$ cat src/rtl/bus_timer_pkg.sv
// Shared timer definitions: register offsets, CTRL bit positions,
// MODE codes and the sequencing state encoding.
package bus_timer_pkg;

  localparam logic [1:0] ADDR_CTRL   = 2'd0;
  localparam logic [1:0] ADDR_PRESET = 2'd1;
  localparam logic [1:0] ADDR_COUNT  = 2'd2;
  localparam logic [1:0] ADDR_RSVD   = 2'd3;

  localparam int CTRL_EN       = 0;
  localparam int CTRL_MODE_LSB = 1;
  localparam int CTRL_MODE_MSB = 2;
  localparam int CTRL_IM       = 3;

  localparam logic [1:0] MODE_ONESHOT = 2'b00;
  localparam logic [1:0] MODE_AUTO    = 2'b01;

  typedef enum logic [1:0] {
    ST_IDLE = 2'd0,
    ST_LOAD = 2'd1,
    ST_CNT  = 2'd2,
    ST_INT  = 2'd3
  } timer_state_e;

  // Only the 01 code reloads; the 1x codes fall back to one-shot.
  function automatic logic is_auto(input logic [1:0] mode);
    return (mode == MODE_AUTO);
  endfunction

endpackage

$ cat src/rtl/bus_timer.sv
// Bus-mapped down-counting timer with one-shot / auto-reload modes and a
// maskable, registered interrupt output.
//
// state | meaning
// ------+----------------------------------------------------------
// IDLE  | stopped, COUNT frozen; leaves when EN is set
// LOAD  | COUNT <= PRESET (abandoned if EN dropped meanwhile)
// CNT   | decrement COUNT down to terminal count (0 or 1)
// INT   | raise the flag; one-shot clears EN, auto-reload reloads
module bus_timer
  import bus_timer_pkg::*;
(
  input  logic        Clk,
  input  logic        Reset,
  input  logic        Sel,
  input  logic        We,
  input  logic [1:0]  Addr,
  input  logic [31:0] WD,
  output logic [31:0] RD,
  output logic        IRQ
);

  timer_state_e state_q, state_d;

  logic [3:0]  ctrl_q, ctrl_d;
  logic [31:0] preset_q, preset_d;
  logic [31:0] count_q, count_d;
  logic        flag_q, flag_d;
  logic        irq_q, irq_d;

  logic wr_ctrl, wr_preset;
  logic en, auto_mode;
  logic flag_set, en_clr;

  assign wr_ctrl   = Sel & We & (Addr == ADDR_CTRL);
  assign wr_preset = Sel & We & (Addr == ADDR_PRESET);
  assign en        = ctrl_q[CTRL_EN];
  assign auto_mode = is_auto(ctrl_q[CTRL_MODE_MSB:CTRL_MODE_LSB]);

  // Next-state and COUNT update; terminal count covers both 0 and 1 so a
  // zero PRESET behaves like one and COUNT can never wrap.
  always_comb begin
    state_d  = state_q;
    count_d  = count_q;
    flag_set = 1'b0;
    en_clr   = 1'b0;
    case (state_q)
      ST_IDLE: begin
        if (en) state_d = ST_LOAD;
      end
      ST_LOAD: begin
        if (!en) begin
          state_d = ST_IDLE;
        end else begin
          count_d = preset_q;
          state_d = ST_CNT;
        end
      end
      ST_CNT: begin
        if (!en) begin
          state_d = ST_IDLE;
        end else if (count_q > 32'd1) begin
          count_d = count_q - 32'd1;
        end else begin
          count_d = 32'd0;
          state_d = ST_INT;
        end
      end
      ST_INT: begin
        flag_set = 1'b1;
        if (auto_mode) begin
          state_d = ST_LOAD;
        end else begin
          en_clr  = 1'b1;
          state_d = ST_IDLE;
        end
      end
      default: state_d = ST_IDLE;
    endcase
  end

  // Register-file update: a bus write to CTRL beats the FSM clearing EN,
  // while the FSM setting the flag beats a write clearing it.
  always_comb begin
    ctrl_d   = ctrl_q;
    preset_d = preset_q;
    flag_d   = flag_q;
    if (en_clr)    ctrl_d[CTRL_EN] = 1'b0;
    if (wr_ctrl)   ctrl_d = WD[3:0];
    if (wr_preset) preset_d = WD;
    if (wr_ctrl || wr_preset) flag_d = 1'b0;
    if (auto_mode) flag_d = 1'b0;
    if (flag_set)  flag_d = 1'b1;
    irq_d = flag_d & ctrl_d[CTRL_IM];
  end

  // FSM state register.
  always_ff @(posedge Clk or negedge Reset) begin
    if (!Reset) state_q <= ST_IDLE;
    else        state_q <= state_d;
  end

  // Datapath and interrupt registers.
  always_ff @(posedge Clk or negedge Reset) begin
    if (!Reset) begin
      ctrl_q   <= 4'd0;
      preset_q <= 32'd0;
      count_q  <= 32'd0;
      flag_q   <= 1'b0;
      irq_q    <= 1'b0;
    end else begin
      ctrl_q   <= ctrl_d;
      preset_q <= preset_d;
      count_q  <= count_d;
      flag_q   <= flag_d;
      irq_q    <= irq_d;
    end
  end

  // Zero-latency read mux; Sel is deliberately not involved.
  always_comb begin
    RD = 32'd0;
    case (Addr)
      ADDR_CTRL:   RD = {28'd0, ctrl_q};
      ADDR_PRESET: RD = preset_q;
      ADDR_COUNT:  RD = count_q;
      default:     RD = 32'd0;
    endcase
  end

  assign IRQ = irq_q;

endmodule

$ cat config.mk
export PLATFORM = sky130hd
export DESIGN_NAME = bus_timer
export DESIGN_NICKNAME = d
export VERILOG_FILES = /design/src/rtl/bus_timer_pkg.sv /design/src/rtl/bus_timer.sv
export SDC_FILE = /design/constraint.sdc
export NUM_CORES = 1
export LEC_CHECK = 0
export BUFFER_PORTS_ARGS = -buffer_cell sky130_fd_sc_hd__buf_2
export CAP_MARGIN = 20
export CORE_ASPECT_RATIO = 0.8
export CORE_MARGIN = 2
export CORE_UTILIZATION = 40
export CTS_BUF_LIST = sky130_fd_sc_hd__clkbuf_8
export DETAILED_ROUTE_END_ITERATION = 12
export MAX_ROUTING_LAYER = met4
export PLACE_DENSITY = 0.65
export SLEW_MARGIN = 30
export SYNTH_ARGS = -nofsm -noshare
export SYNTH_HDL_FRONTEND = slang
export SYNTH_SLANG_ARGS = --single-unit
$ cat constraint.sdc
create_clock -name Clk -period 5 [get_ports Clk]
set_clock_uncertainty 0.1 [all_clocks]
set_input_delay 0.75 -clock Clk [delete_from_list [all_inputs] [get_ports Clk]]
set_output_delay 0.75 -clock Clk [all_outputs]
set_load 0.02 [all_outputs]
==> Implementation_results.wiki <==
{| class="wikitable"
! Metric !! Value
|-
| Hold Crit Class || in -> async
|-
| Final count of negative-setup-slack endpoints || 0
|-
| Number of DRC markers after the initial detailed-route iteration || 325
|-
| Overall die height || 95.1 um
|-
| Detailed Route WL || 11,600 um
|-
| Met3 track demand over resource || 0.0568
|-
| Max Slew Vio Count || 0
|-
| Unrepaired setup endpoints after global routing || no
|-
| Number of antenna repair diodes || 0
|-
| Final period utilization || 0.577
|-
| Sequential fraction of the synthesis area || 0.435
|-
| Die width || 118 um
|-
| Post-synth top area cell || sky130_fd_sc_hd__dfrtp_1
|-
| Data arrival at the endpoint of the critical path || 3020 ps
|-
| Count of different cell masters after synthesis || 53
|-
| Initial Utilization || 0.408
|-
| Post CTS Setup Buffer Count || 0
|-
| Prevailing post-synth register cell || sky130_fd_sc_hd__dfrtp_1
|-
| Pin slew with the least headroom to its limit || 886 ps
|-
| Peak ir drop on the vdd network || 0.000236 V
|-
| Port-buffer cells || 70
|-
| Core region area || 10,200 um^2
|-
| Overflow after GRT || 0
|-
| Post-synthesis net count || 457
|-
| Sequential group share of total power || 0.420
|-
| Routed vias || 3,768
|-
| Pwr dens || 523 nW/um^2
|-
| Sequential cell area || 1800 um^2
|-
| Antenna-violating nets left || 0
|-
| Clock tree from TritonCTS || yes
|-
| Fillers || 1,015
|-
| Net switching share of the total power || 0.434
|-
| Layout Area Growth over Synthesis || 15.1%
|-
| Capturing element type of the critical path || register
|-
| Total die area || 11,200 um^2
|-
| Portion of total power attributed to the clock network || 0.167
|-
| Proportion of register bits with asynchronous set or reset after synthesis || 1.00
|-
| R2R setup slack || 2120 ps
|-
| Met2 global-route usage || 0.334
|-
| Vias in the first global route || 3,691
|-
| Resized cells post-CTS || 0
|-
| Fmax || 347 MHz
|-
| Sink Count || 72
|-
| Global-route wire length before repair || 19,300 um
|-
| Number of failing hold endpoints at the final stage || 0
|-
| Worst path top cell family by delay || simple AND/OR/NAND/NOR gates
|-
| Start-to-end type of the worst setup path || reg -> reg
|-
| Syn Inst Count || 417
|-
| Number of nets at the end of the flow || 513
|-
| Warnings, synthesis || 0
|-
| Final total negative setup slack || 0 ps
|-
| Top-level I/O count || 71
|-
| Psw || 1.08 mW
|-
| Number of enable flip-flop cells after synthesis || 0
|-
| Post-synthesis area per instance || 9.94 um^2
|-
| Worst-path cell chain || nor4_2, nand2_1, nor4_4, buf_4, nor2_1, a221o_1
|-
| Max stage delay cell, worst path || sky130_fd_sc_hd__nor4_4
|-
| Clock buffer depth || 2
|-
| Number of clock buffers inserted by TritonCTS || 9
|-
| Leakage power of the design || 2.08 nW
|-
| Top area cells in the synthesized netlist || sky130_fd_sc_hd__dfrtp_1 (43%), sky130_fd_sc_hd__mux2_2 (9.5%), sky130_fd_sc_hd__a22o_1 (7.6%)
|-
| RD Place Congestion || 0.956
|-
| Status || complete, no violations
|-
| First-pass DRT Iterations || 5
|-
| CP Max Fanout || 14
|-
| Share of cells above drive strength 1 || 0.290
|-
| Multi-input logic area || 2180 um^2
|-
| Post-route DRC violation count || 0
|-
| Max transition margin || 0.409
|-
| Number of synthesized register bits || 72
|-
| Per-cell via count in the routed design || 6.12
|-
| Worst Reg-to-Reg Cells || 6
|-
| Global routing usage summed across all routing layers || 0.226
|-
| Cell Area, Synth || 4150 um^2
|-
| Insertion delay to the later sink of the worst-skew pair || 360 ps
|-
| Number of logic stages on the critical path including buffering || 6
|-
| Share of the synthesized area in the top cell type || 0.435
|-
| Htree depth || 3
|-
| Number of violations of the max-capacitance limit || 0
|-
| Detailed placer's ending HPWL || 7880 um
|-
| Internal portion of total power || 1.41 mW
|-
| Row count || 33
|-
| Quantity of hold-fixing buffers added after cts || 0
|-
| Number of antenna violations at the first check in global routing || 0
|-
| Global routing usage on met1 || 0.306
|-
| Crit path largest cell delay || 610 ps
|-
| Maximum number of pins on one net before global-route repair || 42
|-
| Clock-pin slew of the registers on the worst-case setup and hold paths || 70 ps
|-
| Final worst slack || 2120 ps
|-
| Avg WL per Cell || 18.8 um
|-
| Root cell of the clock tree || sky130_fd_sc_hd__clkbuf_8
|-
| Crit path time final || 2880 ps
|-
| Busiest layer in global routing || met2
|-
| Number of buffers and inverters on the critical path || 1
|-
| Pre-CTS setup slack || 2210 ps
|-
| Power share of the combinational group || 0.413
|-
| CP Data Required Time || 5140 ps
|-
| Startpoint Class || register
|}
worst paths after layout:
kind	from	endpoint
max	count_q[10]	count_q[17]
min	Reset	preset_q[20]
max reg2reg	count_q[10]	count_q[17]
min reg2reg	flag_q	flag_q
max in group asynchronous	Reset	preset_q[5]
min in group Clk	flag_q	flag_q
power groups by stage:
stage,clock [mW],sequential (mW),combinational [mW]
detailed placement,0,1.05,1.02
global route,0.461,1.08,1.14
CTS,0.432,1.04,1.02
floorplan,0,0.950,0.799
global placement,0,1.04,1.01
finish,0.416,1.05,1.03
Yosys cell counts, types with 6 or more instances:
cell type                   n
sky130_fd_sc_hd__o21ai_1    6
sky130_fd_sc_hd__o41ai_1    7
sky130_fd_sc_hd__clkbuf_1  20
sky130_fd_sc_hd__a22oi_1    9
sky130_fd_sc_hd__buf_1      8
sky130_fd_sc_hd__dfrtp_1   72
sky130_fd_sc_hd__mux2_2    35
sky130_fd_sc_hd__nor2_1    21
sky130_fd_sc_hd__mux2i_1    8
sky130_fd_sc_hd__nor4_1    10
sky130_fd_sc_hd__a22o_1    36
sky130_fd_sc_hd__or3_1      8
sky130_fd_sc_hd__o31ai_1   11
sky130_fd_sc_hd__a21oi_1    8
sky130_fd_sc_hd__nand2_1   42
sky130_fd_sc_hd__inv_1      9
sky130_fd_sc_hd__nand3_1   10
sky130_fd_sc_hd__nand4_1    7
sky130_fd_sc_hd__o21ai_0   12
registers in the layout, indices dropped and copies added, names as in the netlist:
signal and flops:
IRQ 1, count_q 32, ctrl_q 4, flag_q 1
preset_q 32, state_q 2
metrics by stage:
stage | instance area (um^2) | power (mW) | util | cells | hold WS (ps)
2_1_floorplan | 4150 | 1.75 | - | 417 | 354
3_3_place_gp | 4600 | 2.05 | 0.453 | 602 | 399
6_report | 4770 | 2.50 | 0.470 | 616 | 342
4_1_cts | 4770 | 2.50 | 0.470 | 616 | 361
3_5_place_dp | 4600 | 2.07 | 0.453 | 602 | 404
5_1_grt | 4770 | 2.69 | 0.470 | 616 | 382
placed cells by master, fill, tap and decap left out, drive strengths merged, types with 4 or more instances in the layout:
cell type / instances
inv: 11
o41ai: 7
mux2: 35
mux2i: 8
nor3: 5
o41a: 4
o21ai: 18
nand2: 43
o31ai: 11
dfrtp: 72
a21oi: 9
or4: 7
or3: 8
a31oi: 5
buf: 78
nand2b: 5
nand4: 7
clkbuf: 12
o22ai: 5
nor2: 21
nand3: 10
o211ai: 5
and3: 4
nor4: 15
a22o: 36
a22oi: 9
per-layer routing:
metal / routed length, um / vias to the layer above
li1: - / 1708
met1: 5290 / 1858
met2: 5190 / 181
met3: 912 / 21
met4: 180 / 0
met5: 0 / -
logic make-up (layout without fill, tap and decap cells):
kind of cell | Yosys count | count (layout) | synth area share
simple gates | 134 | 134 | 0.174
compound gates | 123 | 123 | 0.225
flops | 72 | 72 | 0.435
mux | 43 | 43 | 0.114
buf+inv | 42 | 101 | 0.0432
fa+ha+maj | 2 | 2 | 0.00604
xor+xnor | 1 | 1 | 0.00211
cell type report:
class | instances | area share
sequential | 72 | 0.378
timing repair buffer | 78 | 0.0860
clock inverter | 2 | 0.00157
inverter | 9 | 0.00708
tap | 140 | 0.0367
clock buffer | 12 | 0.0346
multi-input combinational | 303 | 0.456
(Power assumes the default switching activity.)
